===== src/rtl/alu_sched_pkg.sv =====
// alu_pkg: shared types and constants for the ALU scheduler slice.
// Holds the ALU opcode enum, the divide-by-zero result code, the scheduler
// FSM state enum and the opcode legality helper used when a command is taken.
package alu_pkg;

  typedef enum logic [2:0] {
    CLR = 3'd0,
    ADD = 3'd1,
    SUB = 3'd2,
    MUL = 3'd3,
    DIV = 3'd4
  } alu_op_e;

  localparam logic [15:0] ERROR_CODE = 16'hDEAD;

  typedef enum logic [1:0] {
    IDLE,
    EXEC,
    CAPT,
    RESP
  } sched_state_e;

  // Opcodes 5..7 have no ALU meaning and must never reach the ALU.
  function automatic logic is_legal_op(input logic [2:0] op);
    return (op <= DIV);
  endfunction

endpackage


===== src/rtl/alu_sched_if.sv =====
// alu_sched_if: bundles the requester command channels, the ALU drive/result
// signals and the response channel of the scheduler.
//   slave  : scheduler view (takes commands, drives ALU, returns responses)
//   master : environment view (command sources, ALU result, response sink)
interface alu_sched_if #(
  parameter int NUM_REQ    = 4,
  parameter int DATA_WIDTH = 8
);
  localparam int ID_W = $clog2(NUM_REQ);

  logic [NUM_REQ-1:0]                 req_valid;
  logic [NUM_REQ-1:0]                 req_ready;
  logic [NUM_REQ-1:0][2:0]            req_oper;
  logic [NUM_REQ-1:0][DATA_WIDTH-1:0] req_a;
  logic [NUM_REQ-1:0][DATA_WIDTH-1:0] req_b;

  logic                               alu_exec;
  logic [2:0]                         alu_oper;
  logic [DATA_WIDTH-1:0]              alu_a;
  logic [DATA_WIDTH-1:0]              alu_b;
  logic [2*DATA_WIDTH-1:0]            alu_res;

  logic                               resp_valid;
  logic                               resp_ready;
  logic [ID_W-1:0]                    resp_id;
  logic [2*DATA_WIDTH-1:0]            resp_data;
  logic                               resp_err;

  modport slave (
    input  req_valid, req_oper, req_a, req_b, alu_res, resp_ready,
    output req_ready, alu_exec, alu_oper, alu_a, alu_b,
           resp_valid, resp_id, resp_data, resp_err
  );

  modport master (
    output req_valid, req_oper, req_a, req_b, alu_res, resp_ready,
    input  req_ready, alu_exec, alu_oper, alu_a, alu_b,
           resp_valid, resp_id, resp_data, resp_err
  );

endinterface


===== src/rtl/alu_sched_rr_arbiter.sv =====
// rr_arbiter: round-robin arbiter with a rotating priority pointer.
//   clk, reset : clock and synchronous active-high reset
//   req        : request vector
//   advance    : grant was accepted; pointer moves past the granted index
//   grant      : one-hot grant (zero when no request)
//   grant_idx  : index of the granted requester
module rr_arbiter #(
  parameter  int NUM_REQ = 4,
  localparam int ID_W    = $clog2(NUM_REQ)
) (
  input  logic               clk,
  input  logic               reset,
  input  logic [NUM_REQ-1:0] req,
  input  logic               advance,
  output logic [NUM_REQ-1:0] grant,
  output logic [ID_W-1:0]    grant_idx
);

  logic [ID_W-1:0] ptr;
  logic [ID_W-1:0] cand;
  int              idx;
  logic            found;

  // Scan from the pointer upward with wraparound; the first active request wins.
  always_comb begin
    grant     = '0;
    grant_idx = '0;
    found     = 1'b0;
    idx       = 0;
    cand      = '0;
    for (int i = 0; i < NUM_REQ; i++) begin
      idx = int'(ptr) + i;
      if (idx >= NUM_REQ) idx = idx - NUM_REQ;
      cand = ID_W'(idx);
      if (!found && req[cand]) begin
        found       = 1'b1;
        grant[cand] = 1'b1;
        grant_idx   = cand;
      end
    end
  end

  // Pointer only moves on an accepted grant, to the slot after the winner.
  always_ff @(posedge clk) begin
    if (reset) begin
      ptr <= '0;
    end else if (advance) begin
      ptr <= (grant_idx == ID_W'(NUM_REQ - 1)) ? '0 : grant_idx + ID_W'(1);
    end
  end

endmodule


===== src/rtl/alu_sched.sv =====
// alu_sched: shares one registered ALU among NUM_REQ requesters.
// Takes one command at a time (round-robin), pulses alu_exec for one cycle,
// captures the ALU result and returns it with requester ID and error flag.
//   clk, reset : clock and synchronous active-high reset
//   bus        : alu_sched_if slave modport (commands, ALU drive, response)
module alu_sched
  import alu_pkg::*;
#(
  parameter int NUM_REQ    = 4,
  parameter int DATA_WIDTH = 8
) (
  input logic        clk,
  input logic        reset,
  alu_sched_if.slave bus
);

  localparam int ID_W  = $clog2(NUM_REQ);
  localparam int RES_W = 2 * DATA_WIDTH;
  localparam logic [RES_W-1:0] ERR_DATA = RES_W'(ERROR_CODE);

  sched_state_e          state;
  sched_state_e          state_next;
  logic [NUM_REQ-1:0]    grant;
  logic [ID_W-1:0]       grant_idx;
  logic                  handshake;
  logic                  div_by_zero;

  logic [2:0]            lat_oper;
  logic [DATA_WIDTH-1:0] lat_a;
  logic [DATA_WIDTH-1:0] lat_b;
  logic [ID_W-1:0]       resp_id_q;
  logic [RES_W-1:0]      resp_data_q;
  logic                  resp_err_q;

  rr_arbiter #(.NUM_REQ(NUM_REQ)) u_arb (
    .clk       (clk),
    .reset     (reset),
    .req       (bus.req_valid),
    .advance   (handshake),
    .grant     (grant),
    .grant_idx (grant_idx)
  );

  assign handshake   = |(bus.req_valid & bus.req_ready);
  assign div_by_zero = (lat_oper == DIV) && (lat_b == '0);

  assign bus.alu_oper  = lat_oper;
  assign bus.alu_a     = lat_a;
  assign bus.alu_b     = lat_b;
  assign bus.resp_id   = resp_id_q;
  assign bus.resp_data = resp_data_q;
  assign bus.resp_err  = resp_err_q;

  // State register.
  always_ff @(posedge clk) begin
    if (reset) state <= IDLE;
    else       state <= state_next;
  end

  // Next state: illegal opcodes skip the ALU and go straight to the response.
  always_comb begin
    state_next = state;
    case (state)
      IDLE: if (handshake)
              state_next = is_legal_op(bus.req_oper[grant_idx]) ? EXEC : RESP;
      EXEC: state_next = CAPT;
      CAPT: state_next = RESP;
      RESP: if (bus.resp_ready) state_next = IDLE;
      default: state_next = IDLE;
    endcase
  end

  // State-decoded strobes; req_ready is also held low while reset is asserted.
  always_comb begin
    bus.req_ready  = '0;
    bus.alu_exec   = 1'b0;
    bus.resp_valid = 1'b0;
    case (state)
      IDLE: if (!reset) bus.req_ready = grant;
      EXEC: bus.alu_exec = 1'b1;
      RESP: bus.resp_valid = 1'b1;
      default: ;
    endcase
  end

  // Command latch and response capture. An illegal opcode sets its response
  // at the handshake since no ALU result will ever come back for it.
  always_ff @(posedge clk) begin
    if (reset) begin
      lat_oper    <= '0;
      lat_a       <= '0;
      lat_b       <= '0;
      resp_id_q   <= '0;
      resp_data_q <= '0;
      resp_err_q  <= 1'b0;
    end else begin
      if (state == IDLE && handshake) begin
        lat_oper  <= bus.req_oper[grant_idx];
        lat_a     <= bus.req_a[grant_idx];
        lat_b     <= bus.req_b[grant_idx];
        resp_id_q <= grant_idx;
        if (!is_legal_op(bus.req_oper[grant_idx])) begin
          resp_data_q <= '0;
          resp_err_q  <= 1'b1;
        end
      end
      if (state == CAPT) begin
        resp_data_q <= div_by_zero ? ERR_DATA : bus.alu_res;
        resp_err_q  <= div_by_zero;
      end
    end
  end

endmodule


===== src/flat_wrapper.sv =====
// flat-port wrapper written by rule: the top's interface ports become plain ports
module alu_sched_flat import alu_pkg::*;
#(
  parameter int NUM_REQ    = 4,
  parameter int DATA_WIDTH = 8
)
  (clk, reset, bus_req_valid, bus_req_oper, bus_req_a, bus_req_b, bus_alu_res, bus_resp_ready, bus_req_ready, bus_alu_exec, bus_alu_oper, bus_alu_a, bus_alu_b, bus_resp_valid, bus_resp_id, bus_resp_data, bus_resp_err);
  alu_sched_if #(.NUM_REQ(NUM_REQ), .DATA_WIDTH(DATA_WIDTH)) bus_i ();
  input logic clk;
  input logic reset;
  input wire logic [$bits(bus_i.req_valid)-1:0] bus_req_valid;
  input wire logic [$bits(bus_i.req_oper)-1:0] bus_req_oper;
  input wire logic [$bits(bus_i.req_a)-1:0] bus_req_a;
  input wire logic [$bits(bus_i.req_b)-1:0] bus_req_b;
  input wire logic [$bits(bus_i.alu_res)-1:0] bus_alu_res;
  input wire logic [$bits(bus_i.resp_ready)-1:0] bus_resp_ready;
  output wire logic [$bits(bus_i.req_ready)-1:0] bus_req_ready;
  output wire logic [$bits(bus_i.alu_exec)-1:0] bus_alu_exec;
  output wire logic [$bits(bus_i.alu_oper)-1:0] bus_alu_oper;
  output wire logic [$bits(bus_i.alu_a)-1:0] bus_alu_a;
  output wire logic [$bits(bus_i.alu_b)-1:0] bus_alu_b;
  output wire logic [$bits(bus_i.resp_valid)-1:0] bus_resp_valid;
  output wire logic [$bits(bus_i.resp_id)-1:0] bus_resp_id;
  output wire logic [$bits(bus_i.resp_data)-1:0] bus_resp_data;
  output wire logic [$bits(bus_i.resp_err)-1:0] bus_resp_err;
  assign bus_i.req_valid = bus_req_valid;
  assign bus_i.req_oper = bus_req_oper;
  assign bus_i.req_a = bus_req_a;
  assign bus_i.req_b = bus_req_b;
  assign bus_i.alu_res = bus_alu_res;
  assign bus_i.resp_ready = bus_resp_ready;
  assign bus_req_ready = bus_i.req_ready;
  assign bus_alu_exec = bus_i.alu_exec;
  assign bus_alu_oper = bus_i.alu_oper;
  assign bus_alu_a = bus_i.alu_a;
  assign bus_alu_b = bus_i.alu_b;
  assign bus_resp_valid = bus_i.resp_valid;
  assign bus_resp_id = bus_i.resp_id;
  assign bus_resp_data = bus_i.resp_data;
  assign bus_resp_err = bus_i.resp_err;
  alu_sched #(.NUM_REQ(NUM_REQ), .DATA_WIDTH(DATA_WIDTH)) u_core (.clk(clk), .reset(reset), .bus(bus_i));
endmodule

===== config.mk =====
export PLATFORM = sky130hd
export DESIGN_NAME = alu_sched_flat
export DESIGN_NICKNAME = d
export VERILOG_FILES = /design/src/rtl/alu_sched_pkg.sv /design/src/rtl/alu_sched_if.sv /design/src/rtl/alu_sched_rr_arbiter.sv /design/src/rtl/alu_sched.sv /design/src/flat_wrapper.sv
export SDC_FILE = /design/constraint.sdc
export NUM_CORES = 1
export LEC_CHECK = 0
export ABC_CLOCK_PERIOD_IN_PS = 12050
export BUFFER_PORTS_ARGS = -buffer_cell sky130_fd_sc_hd__buf_2
export CAP_MARGIN = 20
export CORE_AREA = 4 4 107 109
export CTS_BUF_LIST = sky130_fd_sc_hd__clkbuf_8
export DETAILED_ROUTE_END_ITERATION = 12
export DIE_AREA = 0 0 111 113
export PLACE_DENSITY = 0.53
export SYNTH_ARGS = -nofsm -noshare
export SYNTH_HDL_FRONTEND = slang
export SYNTH_SLANG_ARGS = --single-unit
export TNS_END_PERCENT = 5

===== constraint.sdc =====
create_clock -name clk -period 12.05 [get_ports clk]
set_clock_uncertainty 0.1 [all_clocks]
set_input_delay 3.615 -clock clk [delete_from_list [all_inputs] [get_ports clk]]
set_output_delay 3.615 -clock clk [all_outputs]
set_load 0.05 [all_outputs]

### After elaboration in Yosys (flattened, before gate mapping)

Cells that the tools add are included.

* register bits after elaboration: 42
* bits in latches: 0
* memory bits (writable): 0
* bits in read-only memories: 0
* bits of input ports: 99
* output and inout port bits: 44
* logic and storage cells: 113
* memories kept: 0

* $add $sub $neg: 8
* multipliers: 0
* divide/modulo/power cells: 0
* order comparisons: 14
* equal/unequal tests: 8
* shifts and indexed selects: 0
* multiplexer cells: 53
* bitwise gates (word level): 4
* reduce and logical (&&, ||, !) cells: 18

Operators by type and width (number)
* 16-bit two-way mux: 4
* 8-bit binary-select mux with 2-bit select: 2
* 2-bit two-way mux: 12
* 4-bit two-way mux: 6
* 1-bit two-way mux: 16
* 8-bit two-way mux: 2
* 2-bit by 3-bit < comparator with 1-bit output (second input constant): 5
* 4-bit OR: 3
* 3-bit >= comparator (second input constant): 3
* 1-bit logical AND: 9
* 1-bit binary-select mux with 2-bit select: 4
* 1-bit demux with 2-bit select: 4
* 2-bit by 1-bit >= comparator with 1-bit output (second input constant): 4
* 8-bit zero test: 1
* 2-bit one-hot mux with 4 select lines: 1
* 2-bit by 1-bit subtractor with 2-bit output (second input constant): 4
* 2-bit by 2-bit adder with 3-bit output (second input constant): 2
* 3-bit binary-select mux with 2-bit select: 1
* 2-bit equality test (second input constant): 3
* 4-bit bitwise AND: 1
* 2-bit != test (second input constant): 2
* 2-bit AND reduction: 2
* 4-bit OR reduction: 1
* 2-bit by 1-bit adder with 3-bit output (second input constant): 1
* other kinds (10): 12

### Longest topological paths before layout

* depth after elaboration: 21
* gate-level depth with buffers: 14
* gate-level depth less buffers: 10

### By module

A second synthesis with hierarchy kept.

* cells, all modules: 276
* area total of the unflattened synthesis: 2660.1 µm²

Modules (own cells, without submodules)
* alu_sched: times used 1, cells each 225, area an instance 2175.8 µm², seq. area each 800.8 µm²
* rr_arbiter: times used 1, cells each 51, area an instance 484.2 µm², seq. area each 40.0 µm²

### Worst setup path after synthesis

OpenSTA, ideal clock, no wires.

* kind: input to output
* from: in bus_req_valid[2]
* to: out bus_req_ready[0]
* data arrival time: 5.479 ns
* required time: 8.335 ns
* path slack: 2.856 ns
* stages on the path: 5
* buffers on the path: 1
* cells stage by stage: clkbuf_1 -> mux4_2 -> nor4b_4 -> a21oi_1 -> nor2_1

* cells in the longest elaborated chain, start to end: 14
* elaborated cells between the ends (all ways): 26
* those cells by class: mux (17); bitwise (3); reduce/logical (6)

RTL lines
* start: declaration: RTL line flat_wrapper.sv:11 `input wire logic [$bits(bus_i.req_valid)-1:0] bus_req_valid;`
* 1-bit binary-select mux with 2-bit select: RTL line alu_sched_rr_arbiter.sv:35 `if (!found && req[cand]) begin`
* 1-bit two-way mux (implied by the code): RTL line alu_sched_rr_arbiter.sv:35
* 1-bit two-way mux: RTL line alu_sched_rr_arbiter.sv:35
* 1-bit zero test: RTL line alu_sched_rr_arbiter.sv:35
* 1-bit logical AND: RTL line alu_sched_rr_arbiter.sv:35
* 1-bit two-way mux: RTL line alu_sched_rr_arbiter.sv:35
* 1-bit zero test: RTL line alu_sched_rr_arbiter.sv:35
* 1-bit logical AND: RTL line alu_sched_rr_arbiter.sv:35
* 1-bit two-way mux: RTL line alu_sched_rr_arbiter.sv:35
* 1-bit zero test: RTL line alu_sched_rr_arbiter.sv:35
* 1-bit logical AND: RTL line alu_sched_rr_arbiter.sv:35
* 4-bit two-way mux *: RTL line alu_sched_rr_arbiter.sv:35
* 4-bit two-way mux *: RTL line alu_sched.sv:79 `IDLE: if (!reset) bus.req_ready = grant;`
* 4-bit two-way mux *: RTL line alu_sched.sv:78 `case (state)`
* end: declaration: RTL line flat_wrapper.sv:17 `output wire logic [$bits(bus_i.req_ready)-1:0] bus_req_ready;`

Mark *: on every way between the ends. The rest lies on a longest branch, timed or not. The select of a mux whose other input is x is not followed.

### Final worst setup path

* from: in bus_req_valid[3]
* to: out bus_req_ready[1]

The elaborated chain is that of the path after synthesis.

==> summary.md <==
| Metric | Value |
|---|---|
| Outcome | `finished clean` |
| Post-Syn Area per Cell | `8.98 um^2` |
| Setup Viol. Count Final | `0` |
| DRC | `0` |
| Grt total ovfl | `0` |
| ANT cells | `0` |
| Vias in the first global route | `2954` |
| CTS tree | `built` |
| Post-CTS Hold Buffers | `0` |
| Longest Clk Path Bufs | `2` |
| Design Area, Final | `4000 um^2` |
| Die Height | `113 um` |
| Max-cap viol count | `0` |
| Starting Density | `0.292` |
| TritonCTS Buffers | `5` |
| DR vias/cell | `4.98` |
| WP data required | `8.34 ns` |
| Rel. slew slack | `0.380` |
| Ys flop type | `dfxtp_1` |
| Cts repair resizes | `0` |
| Crit. End Element | `primary output` |
| Clock slew at reported path FFs | `0.08 ns` |
| Detailed Route WL | `9090 um` |
| Post-synth top area cell | `dfxtp_1` |
| Inst Count DP | `605` |
| I/O Pins | `143` |
| Ys async rst share | `0` |
| Drt first pass iters | `4` |
| Distinct cells, synth | `54` |
| Yosys top cell area share | `0.271` |
| Core region area | `10600 um^2` |
| CP max FO | `12` |
| Vias | `3051` |
| Total die area | `12500 um^2` |
| Clk sinks | `42` |
| Worst VDD drop | `0.000123 V` |
| IO buf count | `142` |
| Synth Cell Area | `3100 um^2` |
| Gpl congestion | `0.863` |
| Top cells by area, synth | `dfxtp_1 (27%), mux2i_1 (25%), ha_1 (5.3%), nor2_1 (4.6%), o22ai_1 (3.0%)` |
| Crit path DAT | `5.44 ns` |
| Psw | `581 uW` |
| Min-Delay Path Class | `flip-flop to flip-flop` |
| Cell Rows | `38` |
| Final period util | `0.759` |
| Synthesized flop and latch total | `42` |
| Register area share after synthesis | `0.271` |
| Area added between synthesis and finish | `29.0%` |
| Comb power frac | `0.701` |
| PwrDens | `279 nW/um^2` |
| Sw frac | `0.522` |
| Most frequent cells in the layout | `buf_2 (142), mux2i_1 (78), dfxtp_1 (42)` |
| Clock H-tree levels | `2` |
| Fmax | `109 MHz` |
| Post-detail-place hpwl | `6930 um` |
| Mapped Cells | `345` |
| Hold WS | `0.370 ns` |
| Post-layout minimum cycle time | `9.15 ns` |
| Syn nets | `457` |
| Final Power | `1.11 mW` |
| First-pass GRT wire length | `14500 um` |
| Area post-placement | `3890 um^2` |
| DRT iter0 DRCs | `135` |
| Antenna violations before repair | `0` |
| Pleak | `2.12 nW` |
| Root Buffer | `clkbuf_8` |
| Finished Layout Cells | `613` |
| Post-CTS Setup Bufs | `0` |
| Clock share of power | `0.099` |
| Pre-CTS WS | `2.90 ns` |
| # fillers | `1116` |
| GRT Total Usage | `0.138` |
| Share of cells above drive strength 1 | `0.364` |
| Tightest Pin Transition | `0.929 ns` |
| P_int | `533 uW` |
| Final TNS setup | `0 ns` |
| Largest net degree at the start of global routing | `45` |
| Most common cell after layout, fill and taps aside | `buf_2` |
| Unrepaired setup endpoints after global routing | `no` |
| Final Hold Fails | `0` |
| Final Slew Violations | `0` |
| Post-route worst setup slack | `2.90 ns` |
| Final net count | `584` |
| Later-pin clock latency in the skew report | `0.29 ns` |
| Crit path launch type | `input pin` |
| Post-route core utilization | `0.377` |
| Synth warn | `0` |
| Sequential power share | `0.199` |
| Die width | `111 um` |
| EDFF count, synth | `0` |
| Antenna-violating nets left | `0` |
| Drt wl/cell | `14.8 um` |
| Crit path kind | `input pin to primary output` |
sequential cells by signal, indices dropped and copies added, names as in the netlist:
name                  count
u_core.bus.resp_data     16
u_core.bus.alu_a          8
u_core.bus.alu_b          8
u_core.bus.alu_oper       3
u_core.bus.resp_id        2
u_core.state              2
u_core.u_arb.ptr          2
u_core.bus.resp_err       1
logic make-up (layout without fill, tap and decap cells):
kind of cell,after synthesis,in the layout,synth area share
fa+ha+maj,13,13,0.0525
xor+xnor,1,1,0.00283
simple gates,96,96,0.154
flops,42,42,0.271
buf+inv,37,165,0.0565
compound gates,68,68,0.156
mux,88,88,0.307
power by group through the flow:
stage	combinational, mW	clock (mW)	sequential [mW]
after floorplan	0.479	0	0.376
after global placement	0.784	0	0.224
after detailed placement	0.788	0	0.225
after CTS	0.790	0.115	0.222
after global routing	0.844	0.120	0.229
final	0.781	0.111	0.222
synthesized netlist by cell type (4+ instances only):
master	instances
mux4_2	4
inv_1	10
mux2_2	4
ha_1	13
nor2_1	38
mux2i_1	78
nand2b_1	5
o21ai_0	6
buf_2	5
and3_1	4
buf_4	4
nor3_1	15
o41ai_1	6
dfxtp_1	42
a21oi_1	12
nand2_1	18
nor2b_1	4
o22ai_1	15
clkbuf_1	14
layer usage:
layer	up-vias	track usage	share of wire
met5	-	0	0
met2	104	0.239	0.50
li1	1519	-	-
met3	8	0.0267	0.063
met1	1420	0.173	0.43
met4	0	0.0411	0.014
worst max-delay path, cell delays in order:
cell	delay, ns
buf_2	0.17
mux4_2	0.58
a2111oi_0	0.56
nor2_1	0.10
a21oi_1	0.14
nor2_1	0.05
buf_2	0.21
final timing paths:
kind	depth (start not counted)	end	slack [ns]	from
worst max-delay path	7	bus_req_ready[1]	2.90	bus_req_valid[3]
worst min-delay path	2	u_core.bus.resp_data[4]	0.37	u_core.bus.resp_data[4]
worst max register to register	12	u_core.bus.resp_data[15]	7.06	u_core.u_arb.ptr[0]
worst min register to register	2	u_core.bus.resp_data[4]	0.37	u_core.bus.resp_data[4]
area by class of cell:
| type | count | area, um^2 | area share |
|---|---|---|---|
| clock buffer | 5 | 68.8 | 0.0172 |
| clock inverter | 3 | 40.0 | 0.0100 |
| inverter | 11 | 41.3 | 0.0103 |
| multi-input combinational | 266 | 2090 | 0.523 |
| sequential | 42 | 841 | 0.210 |
| tap | 140 | 175 | 0.0438 |
| timing repair buffer | 146 | 741 | 0.185 |
Power figures use the tool's default switching activity.
